File: config.mk
export PLATFORM = sky130hd
export DESIGN_NAME = div_sequencer_flat
export DESIGN_NICKNAME = d
export VERILOG_FILES = /design/src/rtl/div_pkg.sv /design/src/rtl/div_sequencer_if.sv /design/src/rtl/seq_wait_counter.sv /design/src/rtl/div_sequencer.sv /design/src/flat_wrapper.sv
export SDC_FILE = /design/constraint.sdc
export NUM_CORES = 1
export LEC_CHECK = 0
export CORE_MARGIN = 5
export CORE_UTILIZATION = 44
export DETAILED_ROUTE_END_ITERATION = 12
export GPL_TIMING_DRIVEN = 0
export PLACE_DENSITY = 0.81
export RECOVER_POWER = 100
export SYNTH_ARGS = -nofsm -noshare
export SYNTH_HDL_FRONTEND = slang
export SYNTH_SLANG_ARGS = --single-unit
File: constraint.sdc
create_clock -name clk -period 3.32 [get_ports clk]
set_clock_uncertainty 0.1 [all_clocks]
set_input_delay 0.664 -clock clk [delete_from_list [all_inputs] [get_ports clk]]
set_output_delay 0.664 -clock clk [all_outputs]
set_load 0.02 [all_outputs]
File: src/rtl/div_pkg.sv
// Shared constants and state encoding for the fixed-point divider and its
// front-end sequencer.
package div_pkg;

  localparam int DIV_WIDTH           = 10;
  localparam int DIV_LATENCY_DEFAULT = 14;

  // Quotient reported when the divisor is zero.
  localparam logic [DIV_WIDTH-1:0] DZ_QUOTIENT = '1;

  typedef enum logic [2:0] {
    S_IDLE,
    S_LOAD,
    S_START,
    S_WAIT,
    S_DONE
  } div_seq_state_t;

endpackage

File: src/rtl/div_sequencer_if.sv
// Operand, divider-control and result bundle of the divider sequencer.
// The slave side is the sequencer; the master side is its environment.
interface div_sequencer_if
  import div_pkg::*;
#(
  parameter int WIDTH = DIV_WIDTH
) ();

  logic             in_valid;
  logic             in_ready;
  logic [WIDTH-1:0] in_a;
  logic [WIDTH-1:0] in_b;

  logic [WIDTH-1:0] div_a;
  logic [WIDTH-1:0] div_b;
  logic             div_ld_a;
  logic             div_ld_b;
  logic             div_start;
  logic [WIDTH-1:0] div_q;
  logic             div_ov;

  logic             out_valid;
  logic             out_ready;
  logic [WIDTH-1:0] out_q;
  logic             out_ov;
  logic             out_dz;

  modport slave (
    input  in_valid, in_a, in_b, div_q, div_ov, out_ready,
    output in_ready, div_a, div_b, div_ld_a, div_ld_b, div_start,
           out_valid, out_q, out_ov, out_dz
  );

  modport master (
    output in_valid, in_a, in_b, div_q, div_ov, out_ready,
    input  in_ready, div_a, div_b, div_ld_a, div_ld_b, div_start,
           out_valid, out_q, out_ov, out_dz
  );

endinterface

File: src/rtl/seq_wait_counter.sv
// Clear/enable cycle counter; tc flags the last cycle of the divider
// iteration window (count == LATENCY-1).
module seq_wait_counter #(
  parameter int LATENCY = 14
) (
  input  logic clk,
  input  logic rst,
  input  logic clr,
  input  logic en,
  output logic tc
);

  localparam int CW = (LATENCY > 1) ? $clog2(LATENCY) : 1;

  logic [CW-1:0] cnt;

  always_ff @(posedge clk) begin
    if (!rst)      cnt <= '0;
    else if (clr)  cnt <= '0;
    else if (en)   cnt <= cnt + 1'b1;
  end

  assign tc = (cnt == CW'(LATENCY - 1));

endmodule

File: src/rtl/div_sequencer.sv
// Front-end sequencer: accepts an operand pair, pulses the divider loads and
// start, waits out the fixed iteration latency and holds the result.
module div_sequencer
  import div_pkg::*;
#(
  parameter int WIDTH       = DIV_WIDTH,
  parameter int DIV_LATENCY = DIV_LATENCY_DEFAULT
) (
  input  logic            clk,
  input  logic            rst,
  div_sequencer_if.slave  bus
);

  div_seq_state_t state, next;
  logic accept;
  logic b_zero;
  logic wait_done;

  assign accept = bus.in_valid & bus.in_ready;
  assign b_zero = (bus.in_b == '0);

  always_ff @(posedge clk) begin
    if (!rst) state <= S_IDLE;
    else      state <= next;
  end

  always_comb begin
    next = state;
    case (state)
      S_IDLE:  if (accept) next = b_zero ? S_DONE : S_LOAD;
      S_LOAD:  next = S_START;
      S_START: next = S_WAIT;
      S_WAIT:  if (wait_done) next = S_DONE;
      S_DONE:  if (bus.out_ready) next = S_IDLE;
      default: next = S_IDLE;
    endcase
  end

  // Controls decode straight from the state register, so they are
  // one-hot in time and drop together with the state on reset.
  assign bus.in_ready  = rst & (state == S_IDLE);
  assign bus.div_ld_a  = (state == S_LOAD);
  assign bus.div_ld_b  = (state == S_LOAD);
  assign bus.div_start = (state == S_START);
  assign bus.out_valid = (state == S_DONE);

  seq_wait_counter #(
    .LATENCY (DIV_LATENCY)
  ) u_wait (
    .clk (clk),
    .rst (rst),
    .clr (state == S_START),
    .en  (state == S_WAIT),
    .tc  (wait_done)
  );

  always_ff @(posedge clk) begin
    if (!rst) begin
      bus.div_a <= '0;
      bus.div_b <= '0;
    end else if (accept) begin
      bus.div_a <= bus.in_a;
      bus.div_b <= bus.in_b;
    end
  end

  // Divide-by-zero resolves at acceptance and bypasses the divider.
  always_ff @(posedge clk) begin
    if (!rst) begin
      bus.out_q  <= '0;
      bus.out_ov <= 1'b0;
      bus.out_dz <= 1'b0;
    end else if (accept && b_zero) begin
      bus.out_q  <= '1;
      bus.out_ov <= 1'b1;
      bus.out_dz <= 1'b1;
    end else if (state == S_WAIT && wait_done) begin
      bus.out_q  <= bus.div_q;
      bus.out_ov <= bus.div_ov;
      bus.out_dz <= 1'b0;
    end
  end

endmodule

File: src/flat_wrapper.sv
// flat-port wrapper written by rule: the top's interface ports become plain ports
module div_sequencer_flat import div_pkg::*;
#(
  parameter int WIDTH       = DIV_WIDTH,
  parameter int DIV_LATENCY = DIV_LATENCY_DEFAULT
)
  (clk, rst, bus_in_valid, bus_in_a, bus_in_b, bus_div_q, bus_div_ov, bus_out_ready, bus_in_ready, bus_div_a, bus_div_b, bus_div_ld_a, bus_div_ld_b, bus_div_start, bus_out_valid, bus_out_q, bus_out_ov, bus_out_dz);
  div_sequencer_if #(.WIDTH(WIDTH)) bus_i ();
  input  logic clk;
  input  logic rst;
  input wire logic [$bits(bus_i.in_valid)-1:0] bus_in_valid;
  input wire logic [$bits(bus_i.in_a)-1:0] bus_in_a;
  input wire logic [$bits(bus_i.in_b)-1:0] bus_in_b;
  input wire logic [$bits(bus_i.div_q)-1:0] bus_div_q;
  input wire logic [$bits(bus_i.div_ov)-1:0] bus_div_ov;
  input wire logic [$bits(bus_i.out_ready)-1:0] bus_out_ready;
  output wire logic [$bits(bus_i.in_ready)-1:0] bus_in_ready;
  output wire logic [$bits(bus_i.div_a)-1:0] bus_div_a;
  output wire logic [$bits(bus_i.div_b)-1:0] bus_div_b;
  output wire logic [$bits(bus_i.div_ld_a)-1:0] bus_div_ld_a;
  output wire logic [$bits(bus_i.div_ld_b)-1:0] bus_div_ld_b;
  output wire logic [$bits(bus_i.div_start)-1:0] bus_div_start;
  output wire logic [$bits(bus_i.out_valid)-1:0] bus_out_valid;
  output wire logic [$bits(bus_i.out_q)-1:0] bus_out_q;
  output wire logic [$bits(bus_i.out_ov)-1:0] bus_out_ov;
  output wire logic [$bits(bus_i.out_dz)-1:0] bus_out_dz;
  assign bus_i.in_valid = bus_in_valid;
  assign bus_i.in_a = bus_in_a;
  assign bus_i.in_b = bus_in_b;
  assign bus_i.div_q = bus_div_q;
  assign bus_i.div_ov = bus_div_ov;
  assign bus_i.out_ready = bus_out_ready;
  assign bus_in_ready = bus_i.in_ready;
  assign bus_div_a = bus_i.div_a;
  assign bus_div_b = bus_i.div_b;
  assign bus_div_ld_a = bus_i.div_ld_a;
  assign bus_div_ld_b = bus_i.div_ld_b;
  assign bus_div_start = bus_i.div_start;
  assign bus_out_valid = bus_i.out_valid;
  assign bus_out_q = bus_i.out_q;
  assign bus_out_ov = bus_i.out_ov;
  assign bus_out_dz = bus_i.out_dz;
  div_sequencer #(.WIDTH(WIDTH), .DIV_LATENCY(DIV_LATENCY)) u_core (.clk(clk), .rst(rst), .bus(bus_i));
endmodule
Yosys cells after proc, flatten, opt, wreduce, memory -nomap -nowiden. Index checks and enable logic that the tools add are counted.

Output and inout port bits: 37. Bits in registers: 39. Word-level logic and storage cells: 37. Input port bits: 35.

Reductions and logical operators: 7. Bitwise operators: 3. Add/subtract/negate cells: 1. Equality and inequality tests: 8. Multiplexer cells: 11.

Operators with widths (count): $mux W10 (2); $pmux W3 S5 (1); $mux W3 (4); $logic_not A10 Y1 (1); $eq A3 B2 Y1 const B (2); $add A4 B1 Y4 const B (1); $eq A4 B4 Y1 const B (1); $mux W1 (4); $ne A2 B1 Y1 const B (2); $eq A3 B1 Y1 const B (1); $eq A3 B3 Y1 const B (1); $logic_not A3 Y1 (1); $reduce_and A3 Y1 (1); $and A1 B1 Y1 (2); $logic_and A1 B1 Y1 (2); $ne A2 B2 Y1 const B (1); $reduce_bool A2 Y1 (1); $reduce_or A2 Y1 (1); $not A1 Y1 (1).

Logic depth before layout (Yosys ltp).
Depth after elaboration: 5. Depth in mapped cells: 6. Mapped depth without buffers: 5.

Modules after synthesis. From an unflattened synthesis, not the netlist that was laid out.

Cell total of the unflattened synthesis: 189. Area, all modules: 1595.3 um^2.

By module, submodules not included: div_sequencer (area an instance 1395.1 um^2, instances 1, seq. area each 700.7 um^2, cells each 169); seq_wait_counter (area an instance 200.2 um^2, instances 1, seq. area each 80.1 um^2, cells each 20).

Worst setup path before layout. OpenSTA, ideal clock, no wires.

Kind: register to output. Start point: reg u_core.state[0]. End point: out bus_div_ld_b. Data required time: 2.556 ns. Slack: 1.263 ns. Stages on the path, launching flop included: 4. Arrival: 1.293 ns. Path buffers: 2. Cells stage by stage: dfxtp_1 -> buf_4 -> nor3b_1 -> buf_4.

Word-level cells in the longest chain between the ends: 1.

Ends and longest elaborated chain: start, declared (line div_sequencer.sv:14) `div_seq_state_t state, next;`; start signal, assigned (line div_sequencer.sv:24) `else state <= next;`; $eq A3 B1 Y1; end, declared (line flat_wrapper.sv:21) `output wire logic [$bits(bus_i.div_ld_b)-1:0] bus_div_ld_b;`.

Every way passes these cells.

Final worst setup path.
Start point: in rst. End point: out bus_in_ready.

Word-level cells in the longest chain between the ends: 1.

Ends and longest elaborated chain: start, declared (line flat_wrapper.sv:10) `input logic rst;`; $and A1 B1 Y1 (line div_sequencer.sv:41) `assign bus.in_ready = rst & (state == S_IDLE);`; end, declared (line flat_wrapper.sv:17) `output wire logic [$bits(bus_i.in_ready)-1:0] bus_in_ready;`.

Every way passes these cells.

==> metrics.md <==
| Metric | Value |
|---|---|
| Largest net degree at the start of global routing | 12 |
| Worst-path clk slew | about 0.07 ns |
| Cells on Worst Hold Path | 2 |
| VDD IR-drop max | roughly 280 uV |
| Antenna cells | 0 |
| Via density per instance | around 5.4 |
| Number of synthesis warnings | 0 |
| Worst reg2reg endpoint | u_core.bus.out_q[8] |
| GR Util All Layers | a little under a fifth |
| Total gr overflow | 0 |
| Layout cells sized above 1 | about 4.6% |
| Worst EP required | around 2.6 ns |
| Worst hold slack | about 0.36 ns |
| Slew margin rel. | 68.0% |
| PD cells | 439 mW/mm2 |
| CP Capture Type | output port |
| Die area | 0.00503 mm2 |
| FF-to-FF path depth | 6 |
| Worst hold-check path type | reg -> reg |
| Max Cap Viol | 0 |
| Num CTS Buffers | 5 |
| Async SR Flop Fraction | 0% |
| Cells after synthesis | ~180 |
| Mapped cell area | between 0.0015 and 0.002 mm2 |
| P&R area growth vs syn | 53.3% |
| Post-synth EDFFs | 0 |
| Syn avg cell area | 8.92 um2 |
| Crit-path slowest cell | clkdlybuf4s50_1 |
| Synthesized flop and latch total | 39 |
| Crit-path max FO | 10 |
| Fill cells | approximately 340 |
| Worst hold start | u_core.bus.div_b[9] |
| Fmax | between 0.3 and 0.4 GHz |
| Period utilization | roughly 100% |
| Hold EP | u_core.bus.div_b[9] |
| TritonRoute pass-1 iters | 5 |
| IO buf count | between 70 and 80 |
| CTS tree | done |
| Most numerous cell in the Yosys netlist | dfxtp_1 |
| CP startpoint kind | input pin |
| Worst-Margin Slew | ~0.47 ns |
| Final ANT Viol Nets | 0 |
| Dpl cell area | between 0.002 and 0.0025 mm2 |
| Yosys top cell by area | dfxtp_1 |
| Mean routed wirelength per cell | around 15 um |
| Core Region | about 0.0036 mm2 |
| Die X | approximately 71 um |
| Initial antenna violation count | 0 |
| Final setup viols | 0 |
| Register area | about 780 um2 |
| Status | finished clean |
| Net Count, Synth | between 200 and 250 |
| Area of the multi-input gates | approximately 770 um2 |
| Inst Count DP | roughly 300 |
| Final hold vios | 0 |
| CTS HTree Levels | 2 |
| Leak | slightly above 1 nW |
| # IOs | approximately 70 |
| Worst path most repeated cell | clkdlybuf4s50_1 |
| Vias | between 1500 and 2000 |
| Pre-CTS setup slack | between 0.0015 and 0.002 ns |
| Final Critical Period | approximately 3.2 ns |
| Die Y | around 71 um |
| List of most frequent post-synthesis cells | dfxtp_1 (39), nand3_1 (23), o21ai_0 (23) |
| Starting Density | between 40% and 50% |
| Final worst slack | roughly 0.089 ns |
| Drt drc | 0 |
| Clock Tree Root | clkbuf_8 |
| Main area contributors after synthesis | dfxtp_1 (48%), nand3_1 (7.0%), o21ai_0 (7.0%), o311a_1 (6.7%), nand2_1 (5.1%) |
| Placed wire-length estimate | about 3400 um |
| First-pass GRT wire length | between 7000 and 8000 um |
| Number of global-route vias before repair | between 1500 and 2000 |
| CTS Sinks | 39 |
| Reg2reg start | u_core.state[0] |
| Sum of negative setup slack | 0 ns |
| Worst-path cell chain | clkdlybuf4s50_1, nor4b_4, clkbuf_2, clkdlybuf4s50_1 |
| Unrepaired setup endpoints after global routing | no |
| DRT iter0 DRCs | 116 |
| Seq/Total Area, Yosys | a little under half |
| Netlist cell types | 30 |
| Row Count | 22 |
| Crit Path Class | in -> out |
| WP data arrival | 2.47 ns |
| Nets | approximately 300 |
| Drt total wl | 4640 um |
| Reg2Reg Setup Slack | roughly 1.3 ns |
| Post-Layout Cell Count | between 300 and 400 |
| Yosys top cell area share | around 48% |
| Final instance area | roughly 0.0025 mm2 |
| Max Slew Vio Count | 0 |
| Worst-Skew Late Latency | between 0.2 and 0.3 ns |
| Placer Congestion | between 0.7 and 0.8 |
| Max incr delay on CP | approximately 0.65 ns |
| Clock Path Buffers | 2 |
| Main synth FF type | dfxtp_1 |
==> worst max-delay path: cells and delay by family <==
kind | cells | cell delay [ns]
AND/OR/NAND/NOR | 1 | 0.27
buffers and inverters | 3 | 1.52
==> through the flow <==
step	power, mW	util, %
after detailed placement	0.743	66.2
after global routing	1.14	68.9
after floorplan	0.624	-
after global placement	0.740	66.2
final	1.10	68.9
after CTS	1.12	69.2
==> cell usage in the layout, fill, tap and decap left out, types with 2 or more instances in the layout <==
cell	count
nor2_1	3
nand3b_1	2
or3_1	11
o311a_1	11
nand3_1	23
nor4_1	2
clkdlybuf4s50_1	34
a21boi_0	3
nand2_1	22
nand4_1	2
buf_4	2
clkbuf_8	5
nand2b_1	2
o21ai_0	23
nor3b_1	4
dfxtp_1	39
and2_0	2
ha_1	2
dlygate4sd3_1	37
clkbuf_1	15
nor2b_1	3
mux2i_1	2
==> layer usage <==
| metal | wire, um | part of all wire [%] | track usage (%) |
|---|---|---|---|
| met1 | 2030 | 44 | 24.0 |
| met2 | 2280 | 49 | 30.2 |
| met3 | 266 | 5.7 | 3.98 |
| met4 | 57 | 1.2 | 5.64 |
| met5 | 0 | 0 | 0 |
==> how the worst max path moves through the flow <==
stage | start | end | slack (ns) | cells after the start
5_1_grt | rst | bus_in_ready | 0.03 | 4
6_report | rst | bus_in_ready | 0.09 | 4
3_3_place_gp | rst | bus_in_ready | 0.02 | 4
3_5_place_dp | rst | bus_in_ready | 0.002 | 4
2_1_floorplan | u_core.state[0] | bus_div_ld_b | 1.26 | 3
4_1_cts | rst | bus_in_ready | 0.12 | 4
==> power breakdown <==
part	switching (mW)	total (mW)	internal, mW
registers	0.0112	0.505	0.493
logic	0.114	0.218	0.104
clock network	0.157	0.378	0.220
==> cell type report <==
| class | instances | share of cell area, % |
|---|---|---|
| timing repair buffer | 72 | 28.5 |
| buffer | 17 | 2.95 |
| sequential | 39 | 31.2 |
| tap | 48 | 2.40 |
| clock buffer | 6 | 2.90 |
| inverter | 1 | 0.150 |
| multi-input combinational | 126 | 30.7 |
| clock inverter | 1 | 1.20 |
==> registers in the layout, summed over array words and instances, names as in the netlist <==
name / flops
u_core.bus.out_q: 10
u_core.u_wait.cnt: 4
u_core.bus.div_b: 10
u_core.bus.out_ov: 1
u_core.state: 3
u_core.bus.div_a: 10
u_core.bus.out_dz: 1
==> timing repair <==
item                                    CTS  global route
endpoints found under the setup margin    1             0
buffers inserted                          1             0
gates resized for setup                   0             0
hold buffers                              0             0
==> logic make-up after synthesis <==
family	share of synthesized area, %
mux	1.23
compound gates	17.0
fa+ha+maj	1.53
simple gates	27.3
flops	47.8
buf+inv	5.13
Power figures use the tool's default switching activity.
